**config.mk**
```make
export PLATFORM = sky130hd
export DESIGN_NAME = alu_share_arb_flat
export DESIGN_NICKNAME = d
export VERILOG_FILES = /design/src/rtl/alu_share_arb_pkg.sv /design/src/rtl/alu_share_arb_if.sv /design/src/rtl/alu_share_arb_pick.sv /design/src/rtl/alu_share_arb.sv /design/src/flat_wrapper.sv
export SDC_FILE = /design/constraint.sdc
export NUM_CORES = 1
export LEC_CHECK = 0
export ABC_AREA = 0
export BUFFER_PORTS_ARGS = -buffer_cell sky130_fd_sc_hd__buf_2
export CORE_AREA = 2 2 109 111
export DETAILED_ROUTE_END_ITERATION = 12
export DIE_AREA = 0 0 111 113
export GPL_TIMING_DRIVEN = 0
export PLACE_DENSITY = 0.55
export SLEW_MARGIN = 20
export SYNTH_ARGS = -nofsm -noshare
export SYNTH_HDL_FRONTEND = slang
export SYNTH_SLANG_ARGS = --single-unit
```
**constraint.sdc**
```tcl
create_clock -name clk -period 1.7 [get_ports clk]
set_input_delay 0.34 -clock clk [delete_from_list [all_inputs] [get_ports clk]]
set_output_delay 0.34 -clock clk [all_outputs]
set_load 0.05 [all_outputs]
```
**src/rtl/alu_share_arb_pkg.sv**
```systemverilog
// alu_share_arb_pkg
//   Shared definitions for the ALU-sharing arbiter slice: the rv32i ALU opcode
//   encoding (alu_instr_e) and the default datapath width.
//   No ports (package).
package alu_share_arb_pkg;

  localparam int XLEN_DEF = 32;

  typedef enum logic [3:0] {
    ALU_AND  = 4'b0000,
    ALU_OR   = 4'b0001,
    ALU_ADD  = 4'b0010,
    ALU_SRA  = 4'b0011,
    ALU_SLL  = 4'b0100,
    ALU_SLT  = 4'b0101,
    ALU_SUB  = 4'b0110,
    ALU_SLTU = 4'b0111,
    ALU_SRL  = 4'b1000,
    ALU_XOR  = 4'b1001,
    ALU_NOP  = 4'b1111
  } alu_instr_e;

endpackage

```
**src/rtl/alu_share_arb_if.sv**
```systemverilog
// alu_share_arb_if
//   Request and response handshake bundle between the requesters / response
//   consumer (master) and the ALU-sharing arbiter (slave).
//   Request side : req_valid, req_ready, req_op1, req_op2, req_instr
//                  (operand/opcode buses carry slice i for requester i)
//   Response side: rsp_valid, rsp_ready, rsp_id, rsp_result
interface alu_share_arb_if
  import alu_share_arb_pkg::*;
#(
  parameter int NUM_REQ = 2,
  parameter int XLEN    = XLEN_DEF
);
  localparam int IDW = $clog2(NUM_REQ);

  logic [NUM_REQ-1:0]      req_valid;
  logic [NUM_REQ-1:0]      req_ready;
  logic [NUM_REQ*XLEN-1:0] req_op1;
  logic [NUM_REQ*XLEN-1:0] req_op2;
  logic [NUM_REQ*4-1:0]    req_instr;

  logic                    rsp_valid;
  logic                    rsp_ready;
  logic [IDW-1:0]          rsp_id;
  logic [XLEN-1:0]         rsp_result;

  modport master (
    output req_valid, req_op1, req_op2, req_instr, rsp_ready,
    input  req_ready, rsp_valid, rsp_id, rsp_result
  );

  modport slave (
    input  req_valid, req_op1, req_op2, req_instr, rsp_ready,
    output req_ready, rsp_valid, rsp_id, rsp_result
  );

endinterface

```
**src/rtl/alu_share_arb_pick.sv**
```systemverilog
// alu_arb_pick
//   Combinational picker: starting at index ptr and wrapping, selects the first
//   asserted bit of req.
//   req          in   NUM_REQ  request vector
//   ptr          in   IDW      search start index (tie to 0 for fixed priority)
//   grant_onehot out  NUM_REQ  one-hot winner (zero when no request)
//   grant_idx    out  IDW      winner index
//   grant_any    out  1        any request present
module alu_arb_pick
  import alu_share_arb_pkg::*;
#(
  parameter  int NUM_REQ = 2,
  localparam int IDW     = $clog2(NUM_REQ)
)(
  input  logic [NUM_REQ-1:0] req,
  input  logic [IDW-1:0]     ptr,
  output logic [NUM_REQ-1:0] grant_onehot,
  output logic [IDW-1:0]     grant_idx,
  output logic               grant_any
);

  int cand;

  // Walk the requesters in order ptr, ptr+1, ... modulo NUM_REQ; first hit wins.
  always_comb begin
    grant_onehot = '0;
    grant_idx    = '0;
    grant_any    = 1'b0;
    cand         = 0;
    for (int k = 0; k < NUM_REQ; k++) begin
      cand = (int'(ptr) + k) % NUM_REQ;
      if (!grant_any && req[cand]) begin
        grant_any          = 1'b1;
        grant_onehot[cand] = 1'b1;
        grant_idx          = IDW'(cand);
      end
    end
  end

endmodule

```
**src/rtl/alu_share_arb.sv**
```systemverilog
// alu_share_arb
//   Shares one combinational ALU between NUM_REQ requesters. Grants one request
//   per cycle when the response slot is free or draining, drives the ALU with the
//   winner's operands, and registers the result with the winner's index.
//   Define ALU_ARB_RR_EN for round-robin arbitration; otherwise fixed priority
//   (lowest index wins).
//   clk          in   1     rising-edge clock
//   rst_n        in   1     synchronous active-low reset
//   bus          slave      request/response handshakes (alu_share_arb_if)
//   alu_op_1     out  XLEN  to ALU op_1
//   alu_op_2     out  XLEN  to ALU op_2
//   alu_instr    out  4     to ALU opcode
//   alu_result   in   XLEN  from ALU result
module alu_share_arb
  import alu_share_arb_pkg::*;
#(
  parameter int NUM_REQ = 2,
  parameter int XLEN    = XLEN_DEF
)(
  input  logic            clk,
  input  logic            rst_n,
  alu_share_arb_if.slave  bus,
  output logic [XLEN-1:0] alu_op_1,
  output logic [XLEN-1:0] alu_op_2,
  output logic [3:0]      alu_instr,
  input  logic [XLEN-1:0] alu_result
);
  localparam int IDW = $clog2(NUM_REQ);

  logic [NUM_REQ-1:0] pick_onehot;
  logic [IDW-1:0]     pick_idx;
  logic               pick_any;
  logic [IDW-1:0]     rr_ptr;
  logic               can_accept;
  logic               grant;

  logic               rsp_valid_q;
  logic [IDW-1:0]     rsp_id_q;
  logic [XLEN-1:0]    rsp_result_q;

  // A grant needs a free (or draining) response slot; nothing is accepted in reset.
  assign can_accept = !rsp_valid_q || bus.rsp_ready;
  assign grant      = rst_n && can_accept && pick_any;

  alu_arb_pick #(.NUM_REQ(NUM_REQ)) u_pick (
    .req          (bus.req_valid),
    .ptr          (rr_ptr),
    .grant_onehot (pick_onehot),
    .grant_idx    (pick_idx),
    .grant_any    (pick_any)
  );

  assign bus.req_ready = grant ? pick_onehot : '0;

  // Operand mux; idle drive is NOP so the ALU output sits at 0.
  always_comb begin
    alu_op_1  = '0;
    alu_op_2  = '0;
    alu_instr = ALU_NOP;
    if (grant) begin
      alu_op_1  = bus.req_op1[int'(pick_idx)*XLEN +: XLEN];
      alu_op_2  = bus.req_op2[int'(pick_idx)*XLEN +: XLEN];
      alu_instr = bus.req_instr[int'(pick_idx)*4 +: 4];
    end
  end

`ifdef ALU_ARB_RR_EN
  // Next search starts just past the winner, wrapping at the last requester.
  always_ff @(posedge clk) begin
    if (!rst_n) begin
      rr_ptr <= '0;
    end else if (grant) begin
      rr_ptr <= (pick_idx == IDW'(NUM_REQ-1)) ? '0 : pick_idx + IDW'(1);
    end
  end
`else
  assign rr_ptr = '0;
`endif

  // Response slot: load on grant (even while draining), clear on drain otherwise.
  always_ff @(posedge clk) begin
    if (!rst_n) begin
      rsp_valid_q  <= 1'b0;
      rsp_id_q     <= '0;
      rsp_result_q <= '0;
    end else if (grant) begin
      rsp_valid_q  <= 1'b1;
      rsp_id_q     <= pick_idx;
      rsp_result_q <= alu_result;
    end else if (rsp_valid_q && bus.rsp_ready) begin
      rsp_valid_q  <= 1'b0;
    end
  end

  assign bus.rsp_valid  = rsp_valid_q;
  assign bus.rsp_id     = rsp_id_q;
  assign bus.rsp_result = rsp_result_q;

endmodule

```
**src/flat_wrapper.sv**
```systemverilog
// flat-port wrapper written by rule: the top's interface ports become plain ports
module alu_share_arb_flat import alu_share_arb_pkg::*;
#(
  parameter int NUM_REQ = 2,
  parameter int XLEN    = XLEN_DEF
)
  (clk, rst_n, alu_op_1, alu_op_2, alu_instr, alu_result, bus_req_valid, bus_req_op1, bus_req_op2, bus_req_instr, bus_rsp_ready, bus_req_ready, bus_rsp_valid, bus_rsp_id, bus_rsp_result);
  alu_share_arb_if #(.NUM_REQ(NUM_REQ), .XLEN(XLEN)) bus_i ();
  input  logic clk;
  input  logic rst_n;
  output logic [XLEN-1:0] alu_op_1;
  output logic [XLEN-1:0] alu_op_2;
  output logic [3:0] alu_instr;
  input  logic [XLEN-1:0] alu_result;
  input wire logic [$bits(bus_i.req_valid)-1:0] bus_req_valid;
  input wire logic [$bits(bus_i.req_op1)-1:0] bus_req_op1;
  input wire logic [$bits(bus_i.req_op2)-1:0] bus_req_op2;
  input wire logic [$bits(bus_i.req_instr)-1:0] bus_req_instr;
  input wire logic [$bits(bus_i.rsp_ready)-1:0] bus_rsp_ready;
  output wire logic [$bits(bus_i.req_ready)-1:0] bus_req_ready;
  output wire logic [$bits(bus_i.rsp_valid)-1:0] bus_rsp_valid;
  output wire logic [$bits(bus_i.rsp_id)-1:0] bus_rsp_id;
  output wire logic [$bits(bus_i.rsp_result)-1:0] bus_rsp_result;
  assign bus_i.req_valid = bus_req_valid;
  assign bus_i.req_op1 = bus_req_op1;
  assign bus_i.req_op2 = bus_req_op2;
  assign bus_i.req_instr = bus_req_instr;
  assign bus_i.rsp_ready = bus_rsp_ready;
  assign bus_req_ready = bus_i.req_ready;
  assign bus_rsp_valid = bus_i.rsp_valid;
  assign bus_rsp_id = bus_i.rsp_id;
  assign bus_rsp_result = bus_i.rsp_result;
  alu_share_arb #(.NUM_REQ(NUM_REQ), .XLEN(XLEN)) u_core (.clk(clk), .rst_n(rst_n), .bus(bus_i), .alu_op_1(alu_op_1), .alu_op_2(alu_op_2), .alu_instr(alu_instr), .alu_result(alu_result));
endmodule
```
# Word-level counts from Yosys, hierarchy flattened
# Index checks and enable logic that the tools add are counted.
[classes]
shift = 3
n_mux = 11
n_reduce_logical = 8
[op_table]
columns = ["operator", "count"]
rows = [
  ["indexed part select 64 x 7 -> 32 bit", 2],
  ["two-way mux 32 bit", 2],
  ["indexed part select 8 x 4 -> 4 bit", 1],
  ["two-way mux 1 bit", 6],
  ["logical AND 1 bit", 4],
  ["two-way mux 2 bit", 2],
  ["two-way mux 4 bit", 1],
  ["logical NOT 1 bit", 2],
  ["nonzero test 2 bit", 1],
  ["logical OR 1 bit", 1],
]
[totals]
register_bits = 34
input_bits = 173
out_inout_bits = 104
word_cells = 25

# Logic depth before layout (Yosys ltp)
# Gate-level depths: netlist (run 1).
[logic_depth]
ltp_word = 6
mapped_depth = 6
ltp_nobuf = 3

# Cells and area by module
# Synthesis (run 1) repeated with hierarchy kept, for this count alone.
[hier_totals]
cells_unflattened = 304
area_unflattened_um2 = 2446.1
[modules_own_cells]
columns = ["module", "n_inst", "cells_per_inst", "area_per_inst_um2"]
rows = [
  ["alu_share_arb", 1, 299, 2413.6],
  ["alu_arb_pick", 1, 5, 32.5],
]

# Least setup slack after synthesis (run 1)
# OpenSTA, ideal clock, no wires.
[synth_path]
kind = "register to output"
from = "register u_core.rsp_valid_q, in the netlist u_core.bus.rsp_valid"
to = "output port alu_op_1[22]"
arrival_time_ns = 1.806
required_time_ns = 1.360
slack_ns = -0.446
path_stages_with_launch = 6
n_path_buf = 2
path_cell_list = "dfxtp_1 > nand2b_1 > buf_2 > nand3_2 > buf_2 > a21oi_1"
[synth_via]
elab_chain_cells = 5
[synth_lines]
columns = ["element", "line", "source"]
rows = [
  ["start: declaration", "alu_share_arb.sv:37", "logic rsp_valid_q;"],
  ["start signal: assignment", "alu_share_arb.sv:83", "rsp_valid_q <= 1'b0;"],
  ["start signal: assignment", "alu_share_arb.sv:87", "rsp_valid_q <= 1'b1;"],
  ["start signal: assignment", "alu_share_arb.sv:91", "rsp_valid_q <= 1'b0;"],
  ["logical NOT 1 bit", "alu_share_arb.sv:42", "assign can_accept = !rsp_valid_q || bus.rsp_ready;"],
  ["logical OR 1 bit", "alu_share_arb.sv:42", ""],
  ["logical AND 1 bit (2 in a row)", "alu_share_arb.sv:43", "assign grant = rst_n && can_accept && pick_any;"],
  ["two-way mux 32 bit", "alu_share_arb.sv:60", "if (grant) begin"],
  ["end: declaration", "flat_wrapper.sv:11", "output logic [XLEN-1:0] alu_op_1;"],
]
# Every way passes these cells.

# Final worst setup path (run 1)
[layout_path]
from = "register u_core.rsp_valid_q, in the netlist u_core.bus.rsp_valid"
to = "output port alu_op_2[8]"
[layout_via]
elab_chain_cells = 5
[layout_lines]
columns = ["element", "line", "source"]
rows = [
  ["logical NOT 1 bit", "alu_share_arb.sv:42", ""],
  ["logical OR 1 bit", "alu_share_arb.sv:42", ""],
  ["logical AND 1 bit (2 in a row)", "alu_share_arb.sv:43", ""],
  ["two-way mux 32 bit", "alu_share_arb.sv:60", ""],
  ["end: declaration", "flat_wrapper.sv:12", "output logic [XLEN-1:0] alu_op_2;"],
]
# Every way passes these cells.

==> results.md, run 1 <==
- The final total power is 3620 µW.
- After detailed routing, the average wire length per cell comes to 15.7 µm.
- The count of final hold-check violations is 0.
- The Yosys step of the flow raised 0 warnings.
- For this block, the via count after detailed routing is 3907.
- The count of standard-cell rows is 39.
- The synthesized area per cell is 6.58 µm².
- The worst-case IR drop observed on VDD is 0.000531 V.
- The data arrival time of the critical path is 1490 ps.
- The analysis attributes to cell leakage a power of 0.00263 µW.
- The power per standard cell area is 637 nW/µm².
- Max-cap violations in this run came to 0.
- The post-synthesis instance area is 2550 µm².
- Clock tree synthesis inserted a total of 5 buffers.
- The number of sinks driven by the clock tree is 34.
- The insertion delay of the later-clocked pin in the worst-skew pair is 270 ps.
- The number of buffers on the longest clock path is 2.
- The number of antenna violations at the first check in global routing is 6.
- The post-CTS clock slew at the launch and capture registers of the worst setup and hold paths is 50 ps.
- Summing all multi-input logic gate instances after layout gives 2120 µm².
- For this run, design rule violations remaining after detail routing come to 0.
- The clock arrives with 1.74 ps of skew.
- The overall global routing resource usage is 0.194.
- The sequential cells in the finished layout cover a total of 684 µm².
- The min-delay analysis places its worst path in the category input pin to flip-flop.
- Derived from the worst setup path, the maximum achievable clock frequency is 0.546 GHz.
- The weighted congestion reported at the end of routability-driven placement is 0.886.
- sky130_fd_sc_hd__nand2_1 is the most common cell in the netlist.
- The die boundary width is 111 µm.
- For this configuration, the core starts out at a cell density of 0.227.
- Counting I/O delays and the setup requirement, the final critical path takes 1830 ps.
- At the end of the flow the core is filled with cells to 0.505.
- Detailed placement finished with a half-perimeter wire length of 10.3 mm.
- The slowest stage of the critical path is the sky130_fd_sc_hd__dfxtp_4 cell.
- The gate count of the mapped netlist is 388.
- By count the netlist is led by sky130_fd_sc_hd__nand2_1, sky130_fd_sc_hd__a21oi_2, sky130_fd_sc_hd__a21oi_1.
- The fraction of the yosys area taken by sequential cells is 0.267.
- By area the synthesized netlist is led by sky130_fd_sc_hd__dfxtp_1, sky130_fd_sc_hd__nand2_1, sky130_fd_sc_hd__a21oi_2.
- In the synthesized netlist the dominant register cell turns out to be sky130_fd_sc_hd__dfxtp_1.
- The share of post-route cells with drive strength above 1 is 0.594.
- The first-pass iteration count of the detailed router is 4.
- CTS built an H-tree with a depth of 2.
- In this run, post-CTS hold repair placed 0 buffers.
- The largest net degree at the start of global routing is 16.
- The biggest fanout along the worst timing path is 5.
- The area inside the core boundary is 11300 µm².
- The filler cells instantiated in the layout total 1136.
- The final global-route overflow total is 0.
- After the first detailed-routing iteration, the DRC count stood at 126.
- The signal on the critical path passes through nand2b_4, nand3_4, clkbuf_16, buf_16, a21oi_4, buf_8.
- The cell at the root of the clock tree is sky130_fd_sc_hd__clkbuf_16.
- Measured along the y axis, the die boundary spans 113 µm.
- The synthesized design contains 0 enable-type register cells.
- The global-route wire length before repair is 19.9 mm.
- The run finished, with violations left.
- The detail-routed via count per cell is 4.67.
- Data on the critical path is required at its endpoint by 1360 ps.
- The worst setup path is captured at an output pin.
- Compared with the post-synthesis result, the final layout area differs by 123%.
- The setup-violating endpoint count in the final report is 69.
- The post-synthesis sequential element count is 34.
- The checks that failed: setup timing.
- The leading area contributor after synthesis is sky130_fd_sc_hd__dfxtp_1.
- TritonCTS built the clock tree.
- The total nets after synthesis is 561.
- The number of global-route vias before repair is 3903.
- Measured against its own limit, the worst slew margin works out to 0.686.
- Of the post-synthesis cell area, the dominant cell type holds 0.267.
- The number of antenna-violating nets in the routed design is 0.
- Input and output buffers added on the ports amount to 276.
- Setup repair after global routing could not meet its margin everywhere.
- The die covers 12500 µm².
- The critical path is of the flip-flop to output pin type.
- The layout net count is 861.
- The proportion of register bits with asynchronous set or reset after synthesis is 0.
- STA classifies the critical path startpoint as a flip-flop.
- The slew at the pin with the worst max-slew slack is 470 ps.
- Wires add up to 13.2 mm.
- The number of top-level pins is 277.
- The final clock period utilization by the worst path is 1.08.
- Once routing completed, OpenROAD measured the worst setup slack at -131 ps.
- Counting distinct cell types in the post-synthesis netlist gives 22.
- The number of pins exceeding their max-slew limit in the final report is 0.
- In this design, the stage delay of the slowest critical-path cell is 350 ps.
routing by layer:
layer,global-route usage,share of wire,vias up
met2,0.348,0.51,191
li1,-,-,1917
met3,0.0653,0.096,23
met5,0,0.00099,-
met4,0.0508,0.018,2
met1,0.221,0.38,1774
critical path, delay by kind of cell, from the launching register on:
| family | cells | cell delay (ps) |
|---|---|---|
| AND/OR/NAND/NOR | 2 | 200 |
| flip-flops | 1 | 350 |
| AO/OA/AOI/OAI | 1 | 140 |
| buffers and inverters | 3 | 520 |
power breakdown:
part | total [µW] | internal (µW) | switching [µW]
registers | 880 | 853 | 27.3
logic | 1840 | 712 | 1120
clock network | 905 | 580 | 324
total | 3620 | 2150 | 1480
state kept, by name, summed over array words and instances, names as in the netlist:
register / count
u_core.bus.rsp_result: 32
u_core.bus.rsp_id: 1
u_core.bus.rsp_valid: 1
per-stage QoR:
step	setup slack, ps	hold WS, ps	std cells	TNS [ps]	cell area, µm²
floorplan	-34.3	437	388	-118	3050
global placement	-337	460	807	-18650	4610
detailed placement	-333	466	807	-18310	4610
CTS	-176	308	821	-10020	5340
global route	-185	297	835	-10440	5680
finish	-131	284	837	-6310	5690
layout by cell type (no fill, tap or decap), types with 4 or more instances in the layout:
cell type / count
sky130_fd_sc_hd__a21oi_4: 55
sky130_fd_sc_hd__nand2_2: 5
sky130_fd_sc_hd__buf_16: 7
sky130_fd_sc_hd__o21ai_0: 32
sky130_fd_sc_hd__buf_8: 18
sky130_fd_sc_hd__a21oi_2: 9
sky130_fd_sc_hd__buf_2: 215
sky130_fd_sc_hd__dfxtp_1: 33
sky130_fd_sc_hd__nand4_1: 4
sky130_fd_sc_hd__nand2_1: 130
sky130_fd_sc_hd__buf_6: 55
sky130_fd_sc_hd__diode_2: 5
sky130_fd_sc_hd__nand3_1: 32
sky130_fd_sc_hd__a21oi_1: 34
sky130_fd_sc_hd__buf_4: 17
sky130_fd_sc_hd__clkbuf_1: 8
sky130_fd_sc_hd__clkbuf_4: 5
sky130_fd_sc_hd__clkbuf_16: 11
final timing paths:
check / slack [ps] / endpoint / depth (start not counted) / start
worst max-delay path: -130 / alu_op_2[8] / 6 / u_core.bus.rsp_valid
worst min-delay path: 280 / u_core.bus.rsp_id / 2 / bus_req_valid[0]
worst max register to register: 170 / u_core.bus.rsp_result[21] / 6 / u_core.bus.rsp_valid
worst min register to register: 480 / u_core.bus.rsp_result[9] / 2 / u_core.bus.rsp_result[9]
area by class of cell:
type	count	share of cell area
diodes	5	0.00220
plain buffers	38	0.0680
clock buffers	7	0.0251
clock inverters	1	0.000880
inverters	1	0.000660
multi-input cells	313	0.372
flip-flops and latches	34	0.120
well taps	143	0.0315
repair buffers	295	0.379
logic make-up (layout without fill, tap and decap cells):
group                  count (synthesis)  count (layout)  synth area share
and+or+nand+nor                      182             182             0.296
AOI/OAI and AO/OA                    131             131             0.331
buffers and inverters                 41             342             0.106
DFF                                   34              34             0.267
other                                  0               5                 0
what timing repair did:
action | in CTS | in global routing
setup buffers | 4 | 6
pin swaps | 2 | 8
gates resized for setup | 158 | 40
endpoints found under the setup margin | 69 | 70
gates cloned | 3 | 6
Note: power is estimated with default switching activity, not from simulation.
==> inputs of run 2 (changes only) <==
PLACE_DENSITY = 0.67   (was 0.55)
SKIP_CTS_REPAIR_TIMING = 1   (was unset)
==> results.md, run 2 (same netlist as run 1, synthesis figures left out) <==
- The number of sinks driven by the clock tree is 34 (unchanged).
- The H-tree level count was 2 (unchanged).
- The leading cell type in the layout, fill and taps excluded is sky130_fd_sc_hd__buf_2 (unchanged).
- The data required time at the worst endpoint is 1360 ps (about the same).
- Cell breakdown of the critical path: nand2b_4, buf_6, nand3_4, buf_12, buf_12, a21oi_4, buf_6 (was nand2b_4, nand3_4, clkbuf_16, buf_16, a21oi_4, buf_8).
- The number of top-level pins is 277 (unchanged).
- The path category of the worst min-delay check is input pin to flip-flop (unchanged).
- The hold-critical path endpoint is u_core.bus.rsp_result[10] (was u_core.bus.rsp_id).
- The number of buffers on the longest clock path was 2 (unchanged).
- The minimum clock period after layout is 1890 ps (was 1830 ps).
- The setup-violating endpoint count in the final report is 69 (unchanged).
- The worst setup slack after layout is -190 ps (was -131 ps).
- The post-layout utilization of the core is 0.491 (was 0.505).
- The power per standard cell area is 671 nW/µm² (was 637 nW/µm²).
- The global-route wire length before repair is 18.2 mm (was 19.9 mm).
- The insertion delay of the later-clocked pin in the worst-skew pair came to 280 ps (was 270 ps).
- The post-detailed-route wirelength per cell is 14.8 µm (was 15.7 µm).
- Violations in the final reports: setup timing (unchanged).
- The startpoint of the tightest hold check path is alu_result[10] (was bus_req_valid[0]).
- The post-CTS clock slew at the launch and capture registers of the worst setup and hold paths was 50 ps (about the same).
- The final clock period utilization by the worst path is 1.11 (was 1.08).
- The largest net degree at the start of global routing is 12 (was 16).
- The weighted congestion reported at the end of routability-driven placement is 0.828 (was 0.886).
- The summed negative setup slack over all endpoints is -9570 ps (was -6310 ps).
- The worst reg2reg path endpoint is u_core.bus.rsp_result[22] (was u_core.bus.rsp_result[21]).
- The reg2reg setup slack is 210 ps (was 170 ps).
- The layout net count is 856 (was 861).
- The number of buffers inserted by port buffering came to 276 (unchanged).
- The layout overhead on the synthesized area is 117% (was 123%).
- The number of antenna violations at the first check in global routing is 1 (was 6).
- The number of pins exceeding their max-slew limit in the final report was 0 (unchanged).
- The data arrival time of the critical path is 1550 ps (was 1490 ps).
- The reg-to-reg critical path startpoint was u_core.bus.rsp_valid (unchanged).
- The half-perimeter wire length of the detailed placement result is 9.31 mm (was 10.3 mm).
- The combined buffer and inverter count along the critical path is 4 (was 3).
- The share of post-route cells with drive strength above 1 came to 0.586 (was 0.594).
- The slew at the pin with the worst max-slew slack is 453 ps (was 470 ps).
- The critical path capture point type was an output pin (unchanged).
- The count of final hold-check violations is 0 (unchanged).
- The setup clock skew after layout is 2.95 ps (was 1.74 ps).
- The count of unresolved DRC violations after routing is 0 (unchanged).
- The biggest fanout along the worst timing path is 10 (was 5).
- The starting utilization of the core area came to 0.227 (unchanged).
- The final total power was 3720 µW (was 3620 µW).
- The die outline height is 113 µm (unchanged).
- The die boundary width was 111 µm (unchanged).
- The count of standard-cell rows is 39 (unchanged).
- The kind of critical path is flip-flop to output pin (unchanged).
- The filler cell count is 1122 (was 1136).
- The number of global-route vias before repair is 3719 (was 3903).
- The multi-input combinational cell area is 2110 µm² (was 2120 µm²).
- The count of placed standard cells in the final layout, fillers left out came to 828 (was 837).
- The element type at the critical path start is a flip-flop (unchanged).
- The top cell family by delay on the critical path is buffers and inverters (unchanged).
- The overall routed net length came to 12.2 mm (was 13.2 mm).
- The static leakage power is 0.00257 µW (was 0.00263 µW).
- The max-capacitance violation count is 0 (unchanged).
- The first-pass iteration count of the detailed router is 4 (unchanged).
- The number of placed instances with taps included is 807 (unchanged).
- The number of buffers created by CTS came to 5 (unchanged).
- The longest individual stage delay on the worst path is 350 ps (about the same).
- The clock tree from TritonCTS is yes (unchanged).
- The overall global routing resource usage is 0.173 (was 0.194).
- The flip-flop count of the largest register, all copies and words added is 32 (unchanged).
- The area inside the core boundary was 11300 µm² (unchanged).
- The final global-route overflow total is 0 (unchanged).
- Result of the run: finished, violations left (unchanged).
- The slowest stage cell on the critical path is sky130_fd_sc_hd__dfxtp_4 (unchanged).
- The number of antenna-violating nets in the routed design is 0 (unchanged).
- The cell at the root of the clock tree is sky130_fd_sc_hd__clkbuf_16 (unchanged).
- The area of the die is 12500 µm² (unchanged).
- The number of stages on the worst hold path came to 3 (was 2).
- The logic depth of the worst register-to-register path is 6 (unchanged).
- The tightest hold margin is 303 ps (was 284 ps).
- The first-iteration detailed-routing DRC count is 133 (was 126).
- Top library cells by usage in the layout, fill and taps aside: sky130_fd_sc_hd__buf_2, sky130_fd_sc_hd__nand2_1, sky130_fd_sc_hd__buf_6 (was sky130_fd_sc_hd__buf_2, sky130_fd_sc_hd__nand2_1, sky130_fd_sc_hd__buf_6, sky130_fd_sc_hd__a21oi_4, sky130_fd_sc_hd__a21oi_1).
- The maximum frequency from static timing analysis is 0.529 GHz (was 0.546 GHz).
- The number of vias in the routed layout came to 3843 (was 3907).
- The detail-routed via count per cell was 4.64 (was 4.67).
- The area of all sequential standard cells is 684 µm² (unchanged).
- The worst-case vdd ir drop is 0.000841 V (was 0.000531 V).
- Setup repair after global routing missed its margin: yes (unchanged).
- The worst-case headroom to the max-slew limit is 0.698 (was 0.686).
## run 2: cell count changes in the layout (fill, tap and decap cells not counted), moves of 2 or more
cell                      delta
sky130_fd_sc_hd__buf_6      +13
sky130_fd_sc_hd__buf_8      -12
sky130_fd_sc_hd__buf_4       -5
sky130_fd_sc_hd__nand2_1     +5
sky130_fd_sc_hd__buf_16      -4
sky130_fd_sc_hd__diode_2     -4
sky130_fd_sc_hd__nand2_2     -4
sky130_fd_sc_hd__buf_12      +2
sky130_fd_sc_hd__buf_2       +2
## run 2: area by class of cell
class | instances | share of cell area
clock inverter | 1 | 0.00542
buffer | 39 | 0.0687
antenna | 1 | 0.000452
inverter | 1 | 0.000678
tap | 143 | 0.0323
timing repair buffer | 289 | 0.362
multi-input combinational | 313 | 0.381
sequential | 34 | 0.124
clock buffer | 7 | 0.0258
## run 2: power by group
group / switching (µW) / internal [µW]
Clock: 335 / 732
Sequential: 24.7 / 853
Combinational: 1100 / 666
Total: 1460 / 2250
## run 2: metal layers
metal	GRT usage	up-vias	wire, µm
met5	0	-	0
met4	0.0425	0	206
met3	0.0439	17	985
met2	0.321	191	6290
met1	0.199	1735	4740
li1	-	1900	-
## run 2: how the worst max path moves through the flow
stage | startpoint | end | slack (ps) | cells after the start
detailed placement | bus_req_valid[0] | alu_op_1[20] | -370 | 8
finish | u_core.bus.rsp_valid | alu_op_2[24] | -190 | 7
floorplan | bus_req_valid[1] | alu_op_1[22] | -30 | 6
global route | bus_req_valid[0] | alu_op_2[24] | -230 | 8
CTS | u_core.bus.rsp_valid | alu_op_2[6] | -410 | 7
global placement | bus_req_valid[0] | alu_op_1[18] | -340 | 8
## run 2: tightest hold or removal path: stages
cell                      delay, ps
sky130_fd_sc_hd__buf_2           90
sky130_fd_sc_hd__nand3_1         50
sky130_fd_sc_hd__a21oi_1         50
## run 2: metrics by stage
step                      setup WS (ps)  area [µm²]
after detailed placement           -366        4610
final                              -190        5540
after CTS                          -407        4780
after floorplan                   -34.3        3050
after global routing               -232        5540
after global placement             -341        4610
==> inputs of run 3 (changes only) <==
ABC_AREA = 1   (was 0)
CORE_AREA = 2 2 108 110   (was 2 2 109 111)
DIE_AREA = 0 0 110 112   (was 0 0 111 113)
PLACE_DENSITY = 0.66   (was 0.67)
==> results.md, run 3 <==
- The setup clock skew after layout was 2.20 ps (was 2.95 ps).
- The synthesized area per cell is 5.99 µm² (was 6.58 µm²).
- The max-capacitance violation count is 0 (unchanged).
- The count of final hold-check violations is 0 (unchanged).
- The logic depth of the worst register-to-register path is 8 (was 6).
- The worst-case vdd ir drop came to 0.000589 V (was 0.000841 V).
- The first-iteration detailed-routing DRC count was 220 (was 133).
- The antenna diode count is 0 (was 1).
- The layout net count is 851 (was 856).
- The largest net degree at the start of global routing was 11 (was 12).
- The share of Yosys cell area claimed by the top area cell type was 0.292 (was 0.267).
- The area inside the core boundary is 11200 µm² (was 11300 µm²).
- Top library cells by usage in the layout, fill and taps aside: sky130_fd_sc_hd__buf_2, sky130_fd_sc_hd__nand2_1, sky130_fd_sc_hd__nand3_1 (was sky130_fd_sc_hd__buf_2, sky130_fd_sc_hd__nand2_1, sky130_fd_sc_hd__buf_6).
- The total nets after synthesis is 562 (was 561).
- The element type at the critical path start was a flip-flop (unchanged).
- The detail-routed via count per cell was 4.59 (was 4.64).
- The post-CTS clock slew at the launch and capture registers of the worst setup and hold paths is 50 ps (about the same).
- The proportion of register bits with asynchronous set or reset after synthesis is 0 (unchanged).
- The number of buffers created by CTS is 5 (unchanged).
- Most frequent cells after synthesis: sky130_fd_sc_hd__nand2_1, sky130_fd_sc_hd__nand3_1, sky130_fd_sc_hd__a21oi_1 (was sky130_fd_sc_hd__nand2_1, sky130_fd_sc_hd__a21oi_2, sky130_fd_sc_hd__a21oi_1).
- The overall routed net length is 12.3 mm (was 12.2 mm).
- The starting utilization of the core area was 0.209 (was 0.227).
- The flip-flop count of the largest register, all copies and words added came to 32 (unchanged).
- Largest cells by area after synthesis: sky130_fd_sc_hd__dfxtp_1, sky130_fd_sc_hd__nand2_1, sky130_fd_sc_hd__nand3_1 (was sky130_fd_sc_hd__dfxtp_1, sky130_fd_sc_hd__nand2_1, sky130_fd_sc_hd__a21oi_2).
- The die outline height is 112 µm (was 113 µm).
- The number of global-route vias before repair is 3484 (was 3719).
- The filler cell count is 1094 (was 1122).
- The post-synthesis sequential element count is 34 (unchanged).
- Violations in the final reports: setup timing (unchanged).
- The setup-violating endpoint count in the final report is 68 (was 69).
- The fraction of the yosys area taken by sequential cells is 0.292 (was 0.267).
- The clock tree from TritonCTS is yes (unchanged).
- The first-pass iteration count of the detailed router is 4 (unchanged).
- The number of distinct library cells after synthesis is 16 (was 22).
- The path category of the worst min-delay check is input pin to flip-flop (unchanged).
- The data arrival time of the critical path is 1430 ps (was 1550 ps).
- The static leakage power is 0.00268 µW (was 0.00257 µW).
- The post-synthesis instance area was 2330 µm² (was 2550 µm²).
- The cell at the root of the clock tree is sky130_fd_sc_hd__clkbuf_16 (unchanged).
- The final clock period utilization by the worst path is 1.04 (was 1.11).
- The number of top-level pins is 277 (unchanged).
- The count of unresolved DRC violations after routing is 0 (unchanged).
- The minimum clock period after layout came to 1770 ps (was 1890 ps).
- The weighted congestion reported at the end of routability-driven placement is 0.833 (was 0.828).
- Setup repair after global routing missed its margin: yes (unchanged).
- The most repeated cell in the gate-level netlist after synthesis is sky130_fd_sc_hd__nand2_1 (unchanged).
- The number of vias in the routed layout is 3763 (was 3843).
- The critical path capture point type is an output pin (unchanged).
- The final total power is 3690 µW (was 3720 µW).
- The number of antenna violations at the first check in global routing is 1 (unchanged).
- The number of pins exceeding their max-slew limit in the final report was 0 (unchanged).
- The overall global routing resource usage is 0.168 (was 0.173).
- The kind of critical path is flip-flop to output pin (unchanged).
- The slew at the pin with the worst max-slew slack was 470 ps (was 453 ps).
- The number of flops mapped to enable cells by yosys is 0 (unchanged).
- The share of post-route cells with drive strength above 1 is 0.592 (was 0.586).
- The area of the die is 12300 µm² (was 12500 µm²).
- The half-perimeter wire length of the detailed placement result was 9.07 mm (was 9.31 mm).
- The leading cell type in the layout, fill and taps excluded was sky130_fd_sc_hd__buf_2 (unchanged).
- The main flop type after synthesis is sky130_fd_sc_hd__dfxtp_1 (unchanged).
- The number of sinks driven by the clock tree is 34 (unchanged).
- The gate count of the mapped netlist came to 389 (was 388).
- The global-route wire length before repair is 16.7 mm (was 18.2 mm).
- The power per standard cell area is 677 nW/µm² (was 671 nW/µm²).
- The summed negative setup slack over all endpoints came to -2670 ps (was -9570 ps).
- The layout overhead on the synthesized area was 134% (was 117%).
- The worst-case headroom to the max-slew limit came to 0.687 (was 0.698).
- The H-tree level count is 2 (unchanged).
- The area of all sequential standard cells is 684 µm² (unchanged).
- The die boundary width is 110 µm (was 111 µm).
- The post-detailed-route wirelength per cell came to 15.0 µm (was 14.8 µm).
- The insertion delay of the later-clocked pin in the worst-skew pair is 270 ps (was 280 ps).
- The count of yosys warnings during synthesis came to 0 (unchanged).
- The number of buffers inserted by port buffering is 274 (was 276).
- The worst setup slack after layout is -67.4 ps (was -190 ps).
- Result of the run: finished, violations left (unchanged).
- The biggest fanout along the worst timing path is 10 (unchanged).
- The maximum frequency from static timing analysis is 0.566 GHz (was 0.529 GHz).
- The number of buffers on the longest clock path came to 2 (unchanged).
- The number of stages on the worst hold path is 3 (unchanged).
- The final global-route overflow total is 0 (unchanged).
- The data required time at the worst endpoint was 1360 ps (about the same).
- The count of standard-cell rows was 39 (unchanged).
- The multi-input combinational cell area came to 2050 µm² (was 2110 µm²).
- The leading area contributor after synthesis is sky130_fd_sc_hd__dfxtp_1 (unchanged).
- The number of antenna-violating nets in the routed design is 0 (unchanged).
## run 3: changes by cell type in the layout (fill, tap and decap cells not counted), sizes merged, moves of 2 or more
cell,change
nand4,-3
buf,-12
nand2b,-2
nand3,+64
nand2,-4
clkbuf,+5
o21ai,-28
inv,+6
a21oi,-28
nor2,+2
## run 3: worst paths after layout
kind / to / startpoint / slack, ps
setup reg to reg: u_core.bus.rsp_result[21] / u_core.bus.rsp_valid / 300
hold reg to reg: u_core.bus.rsp_result[14] / u_core.bus.rsp_result[14] / 460
hold / removal: u_core.bus.rsp_result[4] / alu_result[4] / 260
setup / recovery: alu_op_2[31] / u_core.bus.rsp_valid / -70
## run 3: power by group
| group | total, µW | internal (µW) | switching (µW) |
|---|---|---|---|
| registers | 906 | 871 | 34.9 |
| clock network | 865 | 565 | 300 |
| logic | 1920 | 700 | 1220 |
## run 3: cells by family (layout without fill, tap and decap cells)
family / Yosys count / in the layout / share of synthesized area
AOI/OAI and AO/OA: 74 / 74 / 0.175
buffers and inverters: 46 / 334 / 0.101
DFF: 34 / 34 / 0.292
and+or+nand+nor: 235 / 235 / 0.432
## run 3: final cells by class
cell class	instances	share of cell area
repair buffers	284	0.369
inverters	6	0.00596
clock buffers	6	0.0255
flip-flops and latches	34	0.125
multi-input cells	309	0.376
well taps	143	0.0328
plain buffers	38	0.0660
## run 3: per-layer routing
metal / global-route usage / vias to the layer above / wire [µm] / part of all wire
met5: 0 / - / 11 / 0.00090
li1: - / 1880 / - / -
met4: 0.0481 / 2 / 218 / 0.018
met3: 0.0445 / 22 / 1100 / 0.090
met2: 0.297 / 167 / 6220 / 0.51
met1: 0.195 / 1692 / 4710 / 0.38
## run 3: critical path, stage by stage, from the launching register on
cell                        delay [ps]
sky130_fd_sc_hd__dfxtp_4           340
sky130_fd_sc_hd__nand2_4            70
sky130_fd_sc_hd__nand3_4            90
sky130_fd_sc_hd__clkbuf_16         190
sky130_fd_sc_hd__buf_12            150
sky130_fd_sc_hd__a21oi_4           130
sky130_fd_sc_hd__buf_6             170
## run 3: stage by stage
stage                     instance area, µm²  std cells  hold WS (ps)   util  setup slack [ps]
after CTS                               4440        812           257  0.398              -423
after floorplan                         2760        389           450      -             -58.8
after global routing                    5460        820           265  0.488              -118
after detailed placement                4310        806           453  0.385              -389
final                                   5460        820           263  0.488             -67.4
after global placement                  4310        806           449  0.385              -362
